[src/rtl/branch_resolve_unit_pkg.sv]
// Shared constants for the branch resolve slice: control-flow opcodes,
// default address width and the control-flow classification helper.
package branch_resolve_unit_pkg;

   localparam int XLEN_DEF   = 32;
   localparam int INSN_BYTES = 4;

   // RV32 major opcodes of the control-flow instructions the predictor handles
   localparam logic [6:0] J_JAL  = 7'b1101111;
   localparam logic [6:0] B_TYPE = 7'b1100011;
   localparam logic [6:0] I_JALR = 7'b1100111;

   typedef enum logic [1:0] {
      CF_NONE   = 2'd0,
      CF_BRANCH = 2'd1,
      CF_JUMP   = 2'd2
   } cf_kind_e;

   // Any combination that includes jal/jalr (including illegal multi-hot)
   // resolves as an unconditional jump to the computed target.
   function automatic cf_kind_e cf_classify(input logic is_branch,
                                            input logic is_jal,
                                            input logic is_jalr);
      if (is_jal | is_jalr) return CF_JUMP;
      if (is_branch)        return CF_BRANCH;
      return CF_NONE;
   endfunction

endpackage

[src/rtl/branch_resolve_unit_if.sv]
// IF/EX side-band bus of the branch resolve unit. The master drives the
// fetched prediction and the EX outcome; the slave returns the redirect
// and performance counters.
interface branch_resolve_unit_if
   import branch_resolve_unit_pkg::*;
#(
   parameter int XLEN  = XLEN_DEF,
   parameter int CNT_W = 16
);
   logic             stall;
   logic             if_valid;
   logic [XLEN-1:0]  if_pc;
   logic [XLEN-1:0]  if_pred_pc;
   logic             ex_is_branch;
   logic             ex_is_jal;
   logic             ex_is_jalr;
   logic             ex_taken;
   logic [XLEN-1:0]  ex_target;
   logic [XLEN-1:0]  ex_pc;
   logic             flush;
   logic             redirect;
   logic [XLEN-1:0]  redirect_pc;
   logic [CNT_W-1:0] branch_cnt;
   logic [CNT_W-1:0] mispredict_cnt;

   modport master (
      output stall, if_valid, if_pc, if_pred_pc,
             ex_is_branch, ex_is_jal, ex_is_jalr, ex_taken, ex_target,
      input  ex_pc, flush, redirect, redirect_pc, branch_cnt, mispredict_cnt
   );

   modport slave (
      input  stall, if_valid, if_pc, if_pred_pc,
             ex_is_branch, ex_is_jal, ex_is_jalr, ex_taken, ex_target,
      output ex_pc, flush, redirect, redirect_pc, branch_cnt, mispredict_cnt
   );
endinterface

[src/rtl/branch_resolve_unit_pred_queue.sv]
// Prediction queue: DEPTH-entry shift register of {valid, pc, pred_pc}
// from IF to EX. Holds on stall, invalidates every entry on flush.
module pred_queue #(
   parameter int XLEN  = 32,
   parameter int DEPTH = 2
) (
   input  logic            clk,
   input  logic            rst,
   input  logic            stall,
   input  logic            flush,
   input  logic            in_valid,
   input  logic [XLEN-1:0] in_pc,
   input  logic [XLEN-1:0] in_pred_pc,
   output logic            head_valid,
   output logic [XLEN-1:0] head_pc,
   output logic [XLEN-1:0] head_pred_pc
);

   typedef struct packed {
      logic [XLEN-1:0] pc;
      logic [XLEN-1:0] pred_pc;
   } pred_ent_t;

   logic      [DEPTH-1:0] vld_pipe;
   pred_ent_t [DEPTH-1:0] ent_q;

   // Flush wins over stall so wrong-path entries never survive a redirect;
   // only the valid bits need clearing, the payload is don't-care then.
   always_ff @(posedge clk or posedge rst) begin
      if (rst) begin
         vld_pipe <= '0;
         ent_q    <= '0;
      end else if (flush) begin
         vld_pipe <= '0;
      end else if (!stall) begin
         vld_pipe[0]      <= in_valid;
         ent_q[0].pc      <= in_pc;
         ent_q[0].pred_pc <= in_pred_pc;
         for (int k = 1; k < DEPTH; k++) begin
            vld_pipe[k] <= vld_pipe[k-1];
            ent_q[k]    <= ent_q[k-1];
         end
      end
   end

   assign head_valid   = vld_pipe[DEPTH-1];
   assign head_pc      = ent_q[DEPTH-1].pc;
   assign head_pred_pc = ent_q[DEPTH-1].pred_pc;

endmodule

[src/rtl/branch_resolve_unit.sv]
// EX-stage branch resolution: compares the static IF prediction carried in
// pred_queue with the actual EX outcome, raises a one-cycle flush/redirect
// on mismatch, and keeps saturating resolve/mispredict counters.
// The bus interface must be instantiated with the same XLEN/CNT_W.
module branch_resolve_unit
   import branch_resolve_unit_pkg::*;
#(
   parameter int XLEN  = XLEN_DEF,
   parameter int DEPTH = 2,
   parameter int CNT_W = 16
) (
   input  logic                 clk,
   input  logic                 rst,
   branch_resolve_unit_if.slave bus
);

   localparam logic [CNT_W-1:0] CNT_MAX = '1;

   logic             head_valid;
   logic [XLEN-1:0]  head_pc;
   logic [XLEN-1:0]  head_pred_pc;

   cf_kind_e         cf_kind;
   logic             resolve;
   logic             take_target;
   logic             mispredict;
   logic [XLEN-1:0]  seq_pc;
   logic [XLEN-1:0]  actual_pc;

   logic             flush_q;
   logic [XLEN-1:0]  redirect_pc_q;
   logic [CNT_W-1:0] branch_cnt_q;
   logic [CNT_W-1:0] mispredict_cnt_q;

   pred_queue #(
      .XLEN  (XLEN),
      .DEPTH (DEPTH)
   ) u_pred_queue (
      .clk          (clk),
      .rst          (rst),
      .stall        (bus.stall),
      .flush        (flush_q),
      .in_valid     (bus.if_valid),
      .in_pc        (bus.if_pc),
      .in_pred_pc   (bus.if_pred_pc),
      .head_valid   (head_valid),
      .head_pc      (head_pc),
      .head_pred_pc (head_pred_pc)
   );

   // Actual next PC of the EX instruction and its comparison with the prediction;
   // nothing resolves while stalled or while the previous redirect is in flight.
   always_comb begin
      cf_kind     = cf_classify(bus.ex_is_branch, bus.ex_is_jal, bus.ex_is_jalr);
      resolve     = head_valid & ~bus.stall & ~flush_q;
      take_target = (cf_kind == CF_JUMP) | ((cf_kind == CF_BRANCH) & bus.ex_taken);
      seq_pc      = head_pc + XLEN'(INSN_BYTES);
      actual_pc   = take_target ? bus.ex_target : seq_pc;
      mispredict  = resolve & (actual_pc != head_pred_pc);
   end

   // Registered redirect: one-cycle flush pulse, target held until the next one.
   always_ff @(posedge clk or posedge rst) begin
      if (rst) begin
         flush_q       <= 1'b0;
         redirect_pc_q <= '0;
      end else begin
         flush_q <= mispredict;
         if (mispredict) redirect_pc_q <= actual_pc;
      end
   end

   // Saturating performance counters.
   always_ff @(posedge clk or posedge rst) begin
      if (rst) begin
         branch_cnt_q     <= '0;
         mispredict_cnt_q <= '0;
      end else begin
         if (resolve && (cf_kind != CF_NONE) && (branch_cnt_q != CNT_MAX))
            branch_cnt_q <= branch_cnt_q + 1'b1;
         if (mispredict && (mispredict_cnt_q != CNT_MAX))
            mispredict_cnt_q <= mispredict_cnt_q + 1'b1;
      end
   end

   assign bus.ex_pc          = head_pc;
   assign bus.flush          = flush_q;
   assign bus.redirect       = flush_q;
   assign bus.redirect_pc    = redirect_pc_q;
   assign bus.branch_cnt     = branch_cnt_q;
   assign bus.mispredict_cnt = mispredict_cnt_q;

endmodule

[src/flat_wrapper.sv]
// flat-port wrapper written by rule: the top's interface ports become plain ports
module branch_resolve_unit_flat import branch_resolve_unit_pkg::*;
#(
   parameter int XLEN  = XLEN_DEF,
   parameter int DEPTH = 2,
   parameter int CNT_W = 16
)
  (clk, rst, bus_stall, bus_if_valid, bus_if_pc, bus_if_pred_pc, bus_ex_is_branch, bus_ex_is_jal, bus_ex_is_jalr, bus_ex_taken, bus_ex_target, bus_ex_pc, bus_flush, bus_redirect, bus_redirect_pc, bus_branch_cnt, bus_mispredict_cnt);
  branch_resolve_unit_if #(.XLEN(XLEN), .CNT_W(CNT_W)) bus_i ();
  input  logic clk;
  input  logic rst;
  input wire logic [$bits(bus_i.stall)-1:0] bus_stall;
  input wire logic [$bits(bus_i.if_valid)-1:0] bus_if_valid;
  input wire logic [$bits(bus_i.if_pc)-1:0] bus_if_pc;
  input wire logic [$bits(bus_i.if_pred_pc)-1:0] bus_if_pred_pc;
  input wire logic [$bits(bus_i.ex_is_branch)-1:0] bus_ex_is_branch;
  input wire logic [$bits(bus_i.ex_is_jal)-1:0] bus_ex_is_jal;
  input wire logic [$bits(bus_i.ex_is_jalr)-1:0] bus_ex_is_jalr;
  input wire logic [$bits(bus_i.ex_taken)-1:0] bus_ex_taken;
  input wire logic [$bits(bus_i.ex_target)-1:0] bus_ex_target;
  output wire logic [$bits(bus_i.ex_pc)-1:0] bus_ex_pc;
  output wire logic [$bits(bus_i.flush)-1:0] bus_flush;
  output wire logic [$bits(bus_i.redirect)-1:0] bus_redirect;
  output wire logic [$bits(bus_i.redirect_pc)-1:0] bus_redirect_pc;
  output wire logic [$bits(bus_i.branch_cnt)-1:0] bus_branch_cnt;
  output wire logic [$bits(bus_i.mispredict_cnt)-1:0] bus_mispredict_cnt;
  assign bus_i.stall = bus_stall;
  assign bus_i.if_valid = bus_if_valid;
  assign bus_i.if_pc = bus_if_pc;
  assign bus_i.if_pred_pc = bus_if_pred_pc;
  assign bus_i.ex_is_branch = bus_ex_is_branch;
  assign bus_i.ex_is_jal = bus_ex_is_jal;
  assign bus_i.ex_is_jalr = bus_ex_is_jalr;
  assign bus_i.ex_taken = bus_ex_taken;
  assign bus_i.ex_target = bus_ex_target;
  assign bus_ex_pc = bus_i.ex_pc;
  assign bus_flush = bus_i.flush;
  assign bus_redirect = bus_i.redirect;
  assign bus_redirect_pc = bus_i.redirect_pc;
  assign bus_branch_cnt = bus_i.branch_cnt;
  assign bus_mispredict_cnt = bus_i.mispredict_cnt;
  branch_resolve_unit #(.XLEN(XLEN), .DEPTH(DEPTH), .CNT_W(CNT_W)) u_core (.clk(clk), .rst(rst), .bus(bus_i));
endmodule
[config.mk]
export PLATFORM = sky130hd
export DESIGN_NAME = branch_resolve_unit_flat
export DESIGN_NICKNAME = d
export VERILOG_FILES = /design/src/rtl/branch_resolve_unit_pkg.sv /design/src/rtl/branch_resolve_unit_if.sv /design/src/rtl/branch_resolve_unit_pred_queue.sv /design/src/rtl/branch_resolve_unit.sv /design/src/flat_wrapper.sv
export SDC_FILE = /design/constraint.sdc
export NUM_CORES = 1
export LEC_CHECK = 0
export CAP_MARGIN = 40
export CORE_MARGIN = 2
export CORE_UTILIZATION = 52
export DETAILED_ROUTE_END_ITERATION = 6
export PLACE_DENSITY = 0.79
export SYNTH_ARGS = -nofsm -noshare
export SYNTH_HDL_FRONTEND = slang
export SYNTH_SLANG_ARGS = --single-unit
[constraint.sdc]
create_clock -name clk -period 9.05 [get_ports clk]
set_input_delay 1.3575 -clock clk [delete_from_list [all_inputs] [get_ports clk]]
set_output_delay 1.3575 -clock clk [all_outputs]
set_load 0.02 [all_outputs]
==> results of run 1 <==
-- cells by family after synthesis --
family          share of synthesized area
compound gates                     0.0788
fa+ha+maj                         0.00384
buf+inv                            0.0544
simple gates                        0.123
mux                                 0.177
xor+xnor                           0.0645
flops                               0.499
-- synthesized netlist by cell type, types with 5 or more instances --
cell type,instances
sky130_fd_sc_hd__a31oi_1,8
sky130_fd_sc_hd__buf_2,5
sky130_fd_sc_hd__and3_1,9
sky130_fd_sc_hd__mux2_1,26
sky130_fd_sc_hd__a21oi_1,10
sky130_fd_sc_hd__o21ai_0,39
sky130_fd_sc_hd__clkbuf_1,33
sky130_fd_sc_hd__nand2_1,61
sky130_fd_sc_hd__nor4_1,8
sky130_fd_sc_hd__xnor2_1,35
sky130_fd_sc_hd__a2111oi_0,5
sky130_fd_sc_hd__dfrtp_1,195
sky130_fd_sc_hd__inv_1,21
sky130_fd_sc_hd__nand2b_1,7
sky130_fd_sc_hd__o31ai_1,7
sky130_fd_sc_hd__nand4_1,25
sky130_fd_sc_hd__mux2i_1,7
sky130_fd_sc_hd__nor3_1,16
sky130_fd_sc_hd__or3_1,7
sky130_fd_sc_hd__and4_1,5
sky130_fd_sc_hd__xor2_1,37
sky130_fd_sc_hd__buf_4,34
sky130_fd_sc_hd__mux2_2,121
sky130_fd_sc_hd__nor2_1,41
sky130_fd_sc_hd__nand3_1,21
-- power breakdown --
group | switching, mW | total, mW | internal (mW)
Sequential | 0.273 | 1.38 | 1.11
Combinational | 0.539 | 1.10 | 0.560
Clock | 0.335 | 0.780 | 0.445
-- per-stage QoR --
stage | setup WS, ns | util | std cells | hold WS (ns) | instance area (µm²)
after floorplan | 2.38 | - | 860 | 0.446 | 9780
after global placement | 3.81 | 0.631 | 1226 | 0.465 | 11700
after detailed placement | 3.65 | 0.632 | 1227 | 0.470 | 11700
after CTS | 4.06 | 0.664 | 1259 | 0.489 | 12300
after global routing | 3.84 | 0.664 | 1259 | 0.506 | 12300
final | 4.05 | 0.664 | 1259 | 0.481 | 12300
-- layer usage --
layer	global-route usage	vias up	wire (µm)
met5	0	-	0
li1	-	3377	-
met3	0.0564	40	2010
met1	0.349	3611	10800
met4	0.0926	0	633
met2	0.409	305	11700
-- sequential cells by signal, summed over array words and instances (netlist names) --
name and count:
u_core.u_pred_queue.head_pred_pc 32, u_core.u_pred_queue.head_pc 32, u_core.u_pred_queue.vld_pipe 2, u_core.bus.branch_cnt 16, u_core.bus.flush 1, u_core.u_pred_queue.ent_q 64
u_core.bus.redirect_pc 32, u_core.bus.mispredict_cnt 16
-- worst register-to-register path: cells and delay by family (launching register included) --
| kind | cells | cell delay, ns |
|---|---|---|
| compound gates | 2 | 0.73 |
| fa+ha+maj | 1 | 0.42 |
| mux | 1 | 0.40 |
| buf+inv | 2 | 0.69 |
| simple gates | 5 | 1.97 |
| flops | 1 | 0.51 |
-- worst paths after layout --
| path | slack [ns] | start | end |
|---|---|---|---|
| hold reg to reg | 0.48 | u_core.u_pred_queue.ent_q[58] | u_core.u_pred_queue.head_pc[26] |
| max in group asynchronous | 6.45 | rst | u_core.u_pred_queue.head_pc[4] |
| hold / removal | 0.48 | u_core.u_pred_queue.ent_q[58] | u_core.u_pred_queue.head_pc[26] |
| setup / recovery | 4.05 | bus_ex_is_branch | u_core.bus.redirect_pc[9] |
| setup reg to reg | 4.20 | u_core.u_pred_queue.head_pc[2] | u_core.bus.redirect_pc[9] |
| min in group asynchronous | 1.47 | rst | u_core.u_pred_queue.ent_q[22] |
-- cell type report --
type	count	area [µm²]
fillers	1426	6240
flip-flops and latches	195	4880
multi-input cells	567	4380
repair buffers	210	2100
clock buffers	21	450
well taps	234	293
clock inverters	11	149
inverters	21	86.3
==> impl_table.tex, run 1 <==
\begin{tabular}{lr}
\hline
Metric & Value \\
\hline
\multicolumn{2}{l}{\textbf{Synthesis}} \\
Number of enable-type register cells in the synthesized netlist & 0 \\
Post-synthesis sequential element count & a little under 200 \\
Syn Area/Cell & 11.4 µm² \\
Largest cells by area after synthesis & sky130\_fd\_sc\_hd\_\_dfrtp\_1 50\%, sky130\_fd\_sc\_hd\_\_mux2\_2 14\%, sky130\_fd\_sc\_hd\_\_xor2\_1 3.3\%, sky130\_fd\_sc\_hd\_\_xnor2\_1 3.1\%, sky130\_fd\_sc\_hd\_\_mux2\_1 3.0\% \\
Number of distinct library cells after synthesis & 70 \\
Post-Syn Instances & 860 \\
Sequential share of the synthesized area & 0.499 \\
Number of warnings printed during yosys synthesis & 0 \\
Netlist area before placement & 0.00978 mm² \\
Synthesized net count & $\sim$970 \\
Post-synth top area cell & sky130\_fd\_sc\_hd\_\_dfrtp\_1 \\
Most used DFF post-synth & sky130\_fd\_sc\_hd\_\_dfrtp\_1 \\
Share of flip-flops with an asynchronous set or reset after synthesis & 1.00 \\
Fraction of synthesized cell area taken by the top area cell type & 0.499 \\
\multicolumn{2}{l}{\textbf{STA}} \\
Achievable Freq & 0.200 GHz \\
Total negative slack & 0 ns \\
Post-layout minimum cycle time & 5.00 ns \\
Actual slew at the worst max-slew pin & $\sim$0.9 ns \\
Unrepaired setup endpoints after global routing & no \\
Fin. Hold Viols & 0 \\
Final number of setup-violating endpoints & 0 \\
Final critical-path share of the clock period & 0.552 \\
Clock tree skew after final layout & roughly 0.015 ns \\
Rel. slew slack & 0.414 \\
Max Transition Viols Final & 0 \\
\multicolumn{2}{l}{\textbf{Layout}} \\
Commonest non-fill, non-tap cell in the layout & sky130\_fd\_sc\_hd\_\_clkdlybuf4s50\_1 \\
Final antenna diode count & 0 \\
Net count reported at finish & approximately 1.1k \\
Area delta synth->final & 26.3\% \\
Highest-count cells in the layout ignoring fill and taps & 201 x sky130\_fd\_sc\_hd\_\_clkdlybuf4s50\_1, 195 x sky130\_fd\_sc\_hd\_\_dfrtp\_1, 121 x sky130\_fd\_sc\_hd\_\_mux2\_2 \\
Fraction of layout cells with a size suffix above 1 & 0.169 \\
\multicolumn{2}{l}{\textbf{Routing}} \\
Vias per cell & 5.82 \\
DRC violation count after routing & 0 \\
TritonRoute pass-1 iters & 5 \\
DRT Wirelength & 25.2 mm \\
DR vias & 7333 \\
Remaining antenna violation count after routing & 0 \\
Routed length per instance & 20.0 µm \\
First-iteration detailed-routing DRC count & 595 \\
\multicolumn{2}{l}{\textbf{Die}} \\
Die outline area & approximately 0.020 mm² \\
Initial Utilization & 0.526 \\
Area inside the core boundary & roughly 0.019 mm² \\
Number of I/O pins & roughly 200 \\
Floorplan die width & around 140 µm \\
Standard-cell row count & 50 \\
Die boundary height & between 100 and 150 µm \\
\multicolumn{2}{l}{\textbf{Status}} \\
Outcome & finished clean \\
\multicolumn{2}{l}{\textbf{Place}} \\
Number of buffer cells added on primary ports & 201 \\
Routability-driven placement congestion ratio & 0.923 \\
Detailed Place HPWL & 18.4 mm \\
\multicolumn{2}{l}{\textbf{Setup path}} \\
Type of the setup path with the least slack & input pin to register \\
Highest-delay cell along the critical path & sky130\_fd\_sc\_hd\_\_clkdlybuf4s50\_1 \\
Crit path max-delay family & buffers and inverters \\
Required time at the worst-slack endpoint & 9.36 ns \\
Worst setup SP type & input pin \\
Worst EP arrival & 5.31 ns \\
Logic depth of the worst setup path including buffers & 13 \\
Most common cell on crit path & sky130\_fd\_sc\_hd\_\_buf\_4 \\
Worst Path Buf+Inv & 4 \\
Critical Path, Cell by Cell & clkdlybuf4s50\_1 > a211o\_1 > buf\_4 > nand4\_1 > o311ai\_0 > o31ai\_1 > a2111oi\_0 > nand3\_1 > a2111oi\_4 > buf\_4 > nand2b\_1 > buf\_4 > mux2\_1 \\
Number of cell instances on the worst register-to-register path & 11 \\
Category of the worst setup path capture point & register \\
CP max FO & 43 \\
Stage delay of the slowest cell on the critical path & between 0.5 and 0.6 ns \\
\multicolumn{2}{l}{\textbf{Clock tree}} \\
\# H-tree levels & 4 \\
Insertion delay to the later sink of the worst-skew pair & $\sim$0.44 ns \\
Post-CTS Hold Fix Bufs & 0 \\
Buffers inserted during post-CTS setup optimization & 0 \\
Gates resized, CTS repair & 0 \\
Clock tree buffer depth & 2 \\
Clock root buffer & sky130\_fd\_sc\_hd\_\_clkbuf\_16 \\
Clock-pin slew on the worst setup and hold paths & 0.07 ns \\
CTS Sinks & a little under 200 \\
Inserted Clock Buffers & 17 \\
Clock tree from TritonCTS & done \\
\multicolumn{2}{l}{\textbf{Power and ir drop}} \\
Power density over the cells & about 260 mW/mm² \\
Leakage power of the design & roughly 5 nW \\
Total power consumption of the routed design & 3.26 mW \\
Maximum vdd ir drop & 0.000150 V \\
\multicolumn{2}{l}{\textbf{Flow run}} \\
Count of maximum capacitance violations & 0 \\
\multicolumn{2}{l}{\textbf{GRT}} \\
Maximum number of pins on one net before global-route repair & 122 \\
Vias in the first global route & 7156 \\
First-pass GRT wire length & 39.3 mm \\
Initial antenna violation count & 0 \\
Total global routing track utilization & 0.257 \\
Remaining global-route overflow & 0 \\
\multicolumn{2}{l}{\textbf{Min path}} \\
Number of cells on the worst hold path & 2 \\
Hold Crit Class & register to register \\
\hline
\end{tabular}
No activity file was read; power rests on OpenSTA's default activity.
==> inputs of run 2 (changes only) <==
==> constraint.sdc (replaced) <==
create_clock -name clk -period 5 [get_ports clk]
set_input_delay 0.75 -clock clk [delete_from_list [all_inputs] [get_ports clk]]
set_output_delay 0.75 -clock clk [all_outputs]
set_load 0.02 [all_outputs]
==> impl_table.tex, run 2 (synthesized netlist as in run 1, its figures left out) <==
\begin{tabular}{lr}
\hline
Metric & Value \\
\hline
\multicolumn{2}{l}{\textbf{Power and ir drop}} \\
Maximum vdd ir drop & 0.000274 V (+83\%) \\
Power density over the cells & 473 mW/mm² (+79\%) \\
Leakage power of the design & 5.03 nW (about the same) \\
\multicolumn{2}{l}{\textbf{Layout}} \\
Utilization after layout & 0.667 (+0.00229) \\
Area delta synth->final & 26.7\% \\
\# fillers & 1441 (+1.1\%) \\
Commonest non-fill, non-tap cell in the layout & sky130\_fd\_sc\_hd\_\_clkdlybuf4s50\_1 \\
Net count reported at finish & 1124 (+0.45\%) \\
Top register by number of flip-flops & u\_core.u\_pred\_queue.ent\_q \\
Final antenna diode count & 0 (unchanged) \\
Fraction of layout cells with a size suffix above 1 & 0.176 (+0.00695) \\
Highest-count cells in the layout ignoring fill and taps & 201 x sky130\_fd\_sc\_hd\_\_clkdlybuf4s50\_1, 195 x sky130\_fd\_sc\_hd\_\_dfrtp\_1, 121 x sky130\_fd\_sc\_hd\_\_mux2\_2 \\
Flip-flop count of the largest register, all copies and words added & 64 (unchanged) \\
\multicolumn{2}{l}{\textbf{Setup path}} \\
Critical Path, Cell by Cell & and4\_1 > nand4\_1 > or4\_1 > and2\_1 > a221o\_1 > or4\_4 > a2111oi\_4 > nand2b\_1 > buf\_4 > mux2\_1 \\
Worst EP arrival & 4.66 ns (-0.65 ns) \\
Category of the worst setup path capture point & register \\
CP max FO & 23 (-47\%) \\
Highest-delay cell along the critical path & sky130\_fd\_sc\_hd\_\_or4\_1 \\
Required time at the worst-slack endpoint & 5.31 ns (-4.05 ns) \\
Type of the setup path with the least slack & register to register \\
Stage delay of the slowest cell on the critical path & 0.67 ns (+0.11 ns) \\
Worst setup SP type & register \\
\multicolumn{2}{l}{\textbf{Routing}} \\
Routed length per instance & 19.8 µm (-1.1\%) \\
DR vias & 7313 (-0.27\%) \\
Remaining antenna violation count after routing & 0 (unchanged) \\
Vias per cell & 5.79 (-0.67\%) \\
DRC violation count after routing & 0 (unchanged) \\
First-iteration detailed-routing DRC count & 641 (+7.7\%) \\
DRT Wirelength & 25.0 mm (-0.69\%) \\
TritonRoute pass-1 iters & 5 (unchanged) \\
\multicolumn{2}{l}{\textbf{Clock tree}} \\
Insertion delay to the later sink of the worst-skew pair & 0.43 ns (about the same) \\
Inserted Clock Buffers & 17 (unchanged) \\
Post-CTS Hold Fix Bufs & 0 (unchanged) \\
Clock tree from TritonCTS & done \\
Gates resized, CTS repair & 0 (unchanged) \\
Clock-pin slew on the worst setup and hold paths & 0.07 ns (about the same) \\
Clock tree buffer depth & 2 (unchanged) \\
\# H-tree levels & 4 (unchanged) \\
Clock root buffer & sky130\_fd\_sc\_hd\_\_clkbuf\_16 \\
CTS Sinks & 195 (unchanged) \\
Buffers inserted during post-CTS setup optimization & 0 (unchanged) \\
\multicolumn{2}{l}{\textbf{STA}} \\
Unrepaired setup endpoints after global routing & no \\
Total negative slack & 0 ns (unchanged) \\
Final number of setup-violating endpoints & 0 (unchanged) \\
Fin. Hold Viols & 0 (unchanged) \\
Final critical-path share of the clock period & 0.869 \\
Clock tree skew after final layout & 0.00925 ns (-0.00556 ns) \\
Max Transition Viols Final & 0 (unchanged) \\
Post-layout minimum cycle time & around 4.3 ns \\
Rel. slew slack & 0.308 (-0.105) \\
Achievable Freq & 0.230 GHz \\
Actual slew at the worst max-slew pin & 1.04 ns (+0.158 ns) \\
\multicolumn{2}{l}{\textbf{GRT}} \\
Maximum number of pins on one net before global-route repair & 196 (+61\%) \\
Remaining global-route overflow & 0 (unchanged) \\
Initial antenna violation count & 0 (unchanged) \\
Total global routing track utilization & 0.254 (-0.00244) \\
Vias in the first global route & 7290 (+1.9\%) \\
First-pass GRT wire length & 39.2 mm (-0.26\%) \\
\multicolumn{2}{l}{\textbf{Die}} \\
Number of I/O pins & 202 (unchanged) \\
Die boundary height & 141 µm (unchanged) \\
Initial Utilization & 0.526 (unchanged) \\
Floorplan die width & 141 µm (unchanged) \\
Die outline area & 0.0199 mm² (unchanged) \\
Standard-cell row count & 50 (unchanged) \\
Area inside the core boundary & 0.0186 mm² (unchanged) \\
\multicolumn{2}{l}{\textbf{Place}} \\
Number of buffer cells added on primary ports & 201 (unchanged) \\
Detailed Place HPWL & 18.6 mm (+0.72\%) \\
Routability-driven placement congestion ratio & 0.967 (+4.8\%) \\
\multicolumn{2}{l}{\textbf{Status}} \\
Outcome & finished clean \\
\multicolumn{2}{l}{\textbf{Flow run}} \\
Count of maximum capacitance violations & 0 (unchanged) \\
\multicolumn{2}{l}{\textbf{Min path}} \\
Hold Crit Class & register to register \\
\hline
\end{tabular}
run 2: cell types whose count changed in the layout (fill, tap and decap cells not counted), sizes merged:
cell	before	now
clkbuf	21	18
clkinvlp	0	5
buf	9	14
bufinv	3	1
run 2: per-stage QoR:
stage                     area (µm²)  setup WS [ns]  instances  power (mW)  hold WS, ns
after global placement         11800          0.492       1230        4.44        0.461
after floorplan                 9780           1.18        860        3.63        0.446
after detailed placement       11800          0.448       1232        4.50        0.471
after CTS                      12400          0.730       1264        5.87        0.485
after global routing           12400          0.461       1264        6.12        0.506
final                          12400          0.654       1264        5.86        0.480
run 2: power by group:
part,switching [mW],internal (mW),leakage [nW]
registers,0.509,2.00,2.35
logic,0.968,1.02,2.41
clock network,0.641,0.717,0.276
total,2.12,3.74,5.03
run 2: layout make-up:
cell class	instances	area, µm²	share of cell area
Clock buffer	18	439	0.0355
Clock inverter	14	149	0.0120
Inverter	21	82.6	0.00667
Multi-Input combinational cell	567	4380	0.354
Sequential cell	195	4880	0.394
Tap cell	234	293	0.0236
Timing Repair Buffer	215	2160	0.174
run 2: worst paths after layout:
kind | from | to | slack (ns) | depth (start not counted)
max | u_core.u_pred_queue.head_pc[8] | u_core.bus.redirect_pc[7] | 0.65 | 10
min | u_core.u_pred_queue.ent_q[58] | u_core.u_pred_queue.head_pc[26] | 0.48 | 2
max reg2reg | u_core.u_pred_queue.head_pc[8] | u_core.bus.redirect_pc[7] | 0.65 | 10
min reg2reg | u_core.u_pred_queue.ent_q[58] | u_core.u_pred_queue.head_pc[26] | 0.48 | 2
max in group asynchronous | rst | u_core.u_pred_queue.head_pc[5] | 3.30 | 3
min in group asynchronous | rst | u_core.bus.branch_cnt[4] | 0.95 | 3
run 2: routing by layer:
| layer | GRT usage | part of all wire | wire (µm) |
|---|---|---|---|
| met5 | 0 | 0 | 0 |
| met4 | 0.0942 | 0.027 | 672 |
| met3 | 0.0584 | 0.075 | 1860 |
| met2 | 0.402 | 0.46 | 11500 |
| met1 | 0.345 | 0.44 | 10900 |
run 2: critical path, delay by kind of cell (launching register included):
kind	cells	cell delay, ns
simple gates	6	2.24
buf+inv	1	0.30
flops	1	0.55
mux	1	0.36
compound gates	2	0.76
==> inputs of run 3 (changes only) <==
--- a/config.mk
+++ b/config.mk
@@ -8,6 +8,7 @@
 export CAP_MARGIN = 40
 export CORE_MARGIN = 2
 export CORE_UTILIZATION = 52
+export CTS_CLUSTER_DIAMETER = 120
 export DETAILED_ROUTE_END_ITERATION = 6
 export PLACE_DENSITY = 0.79
 export SYNTH_ARGS = -nofsm -noshare
==> results of run 3 <==
No change in the layout: final DEF, timing and power equal those of run 2.
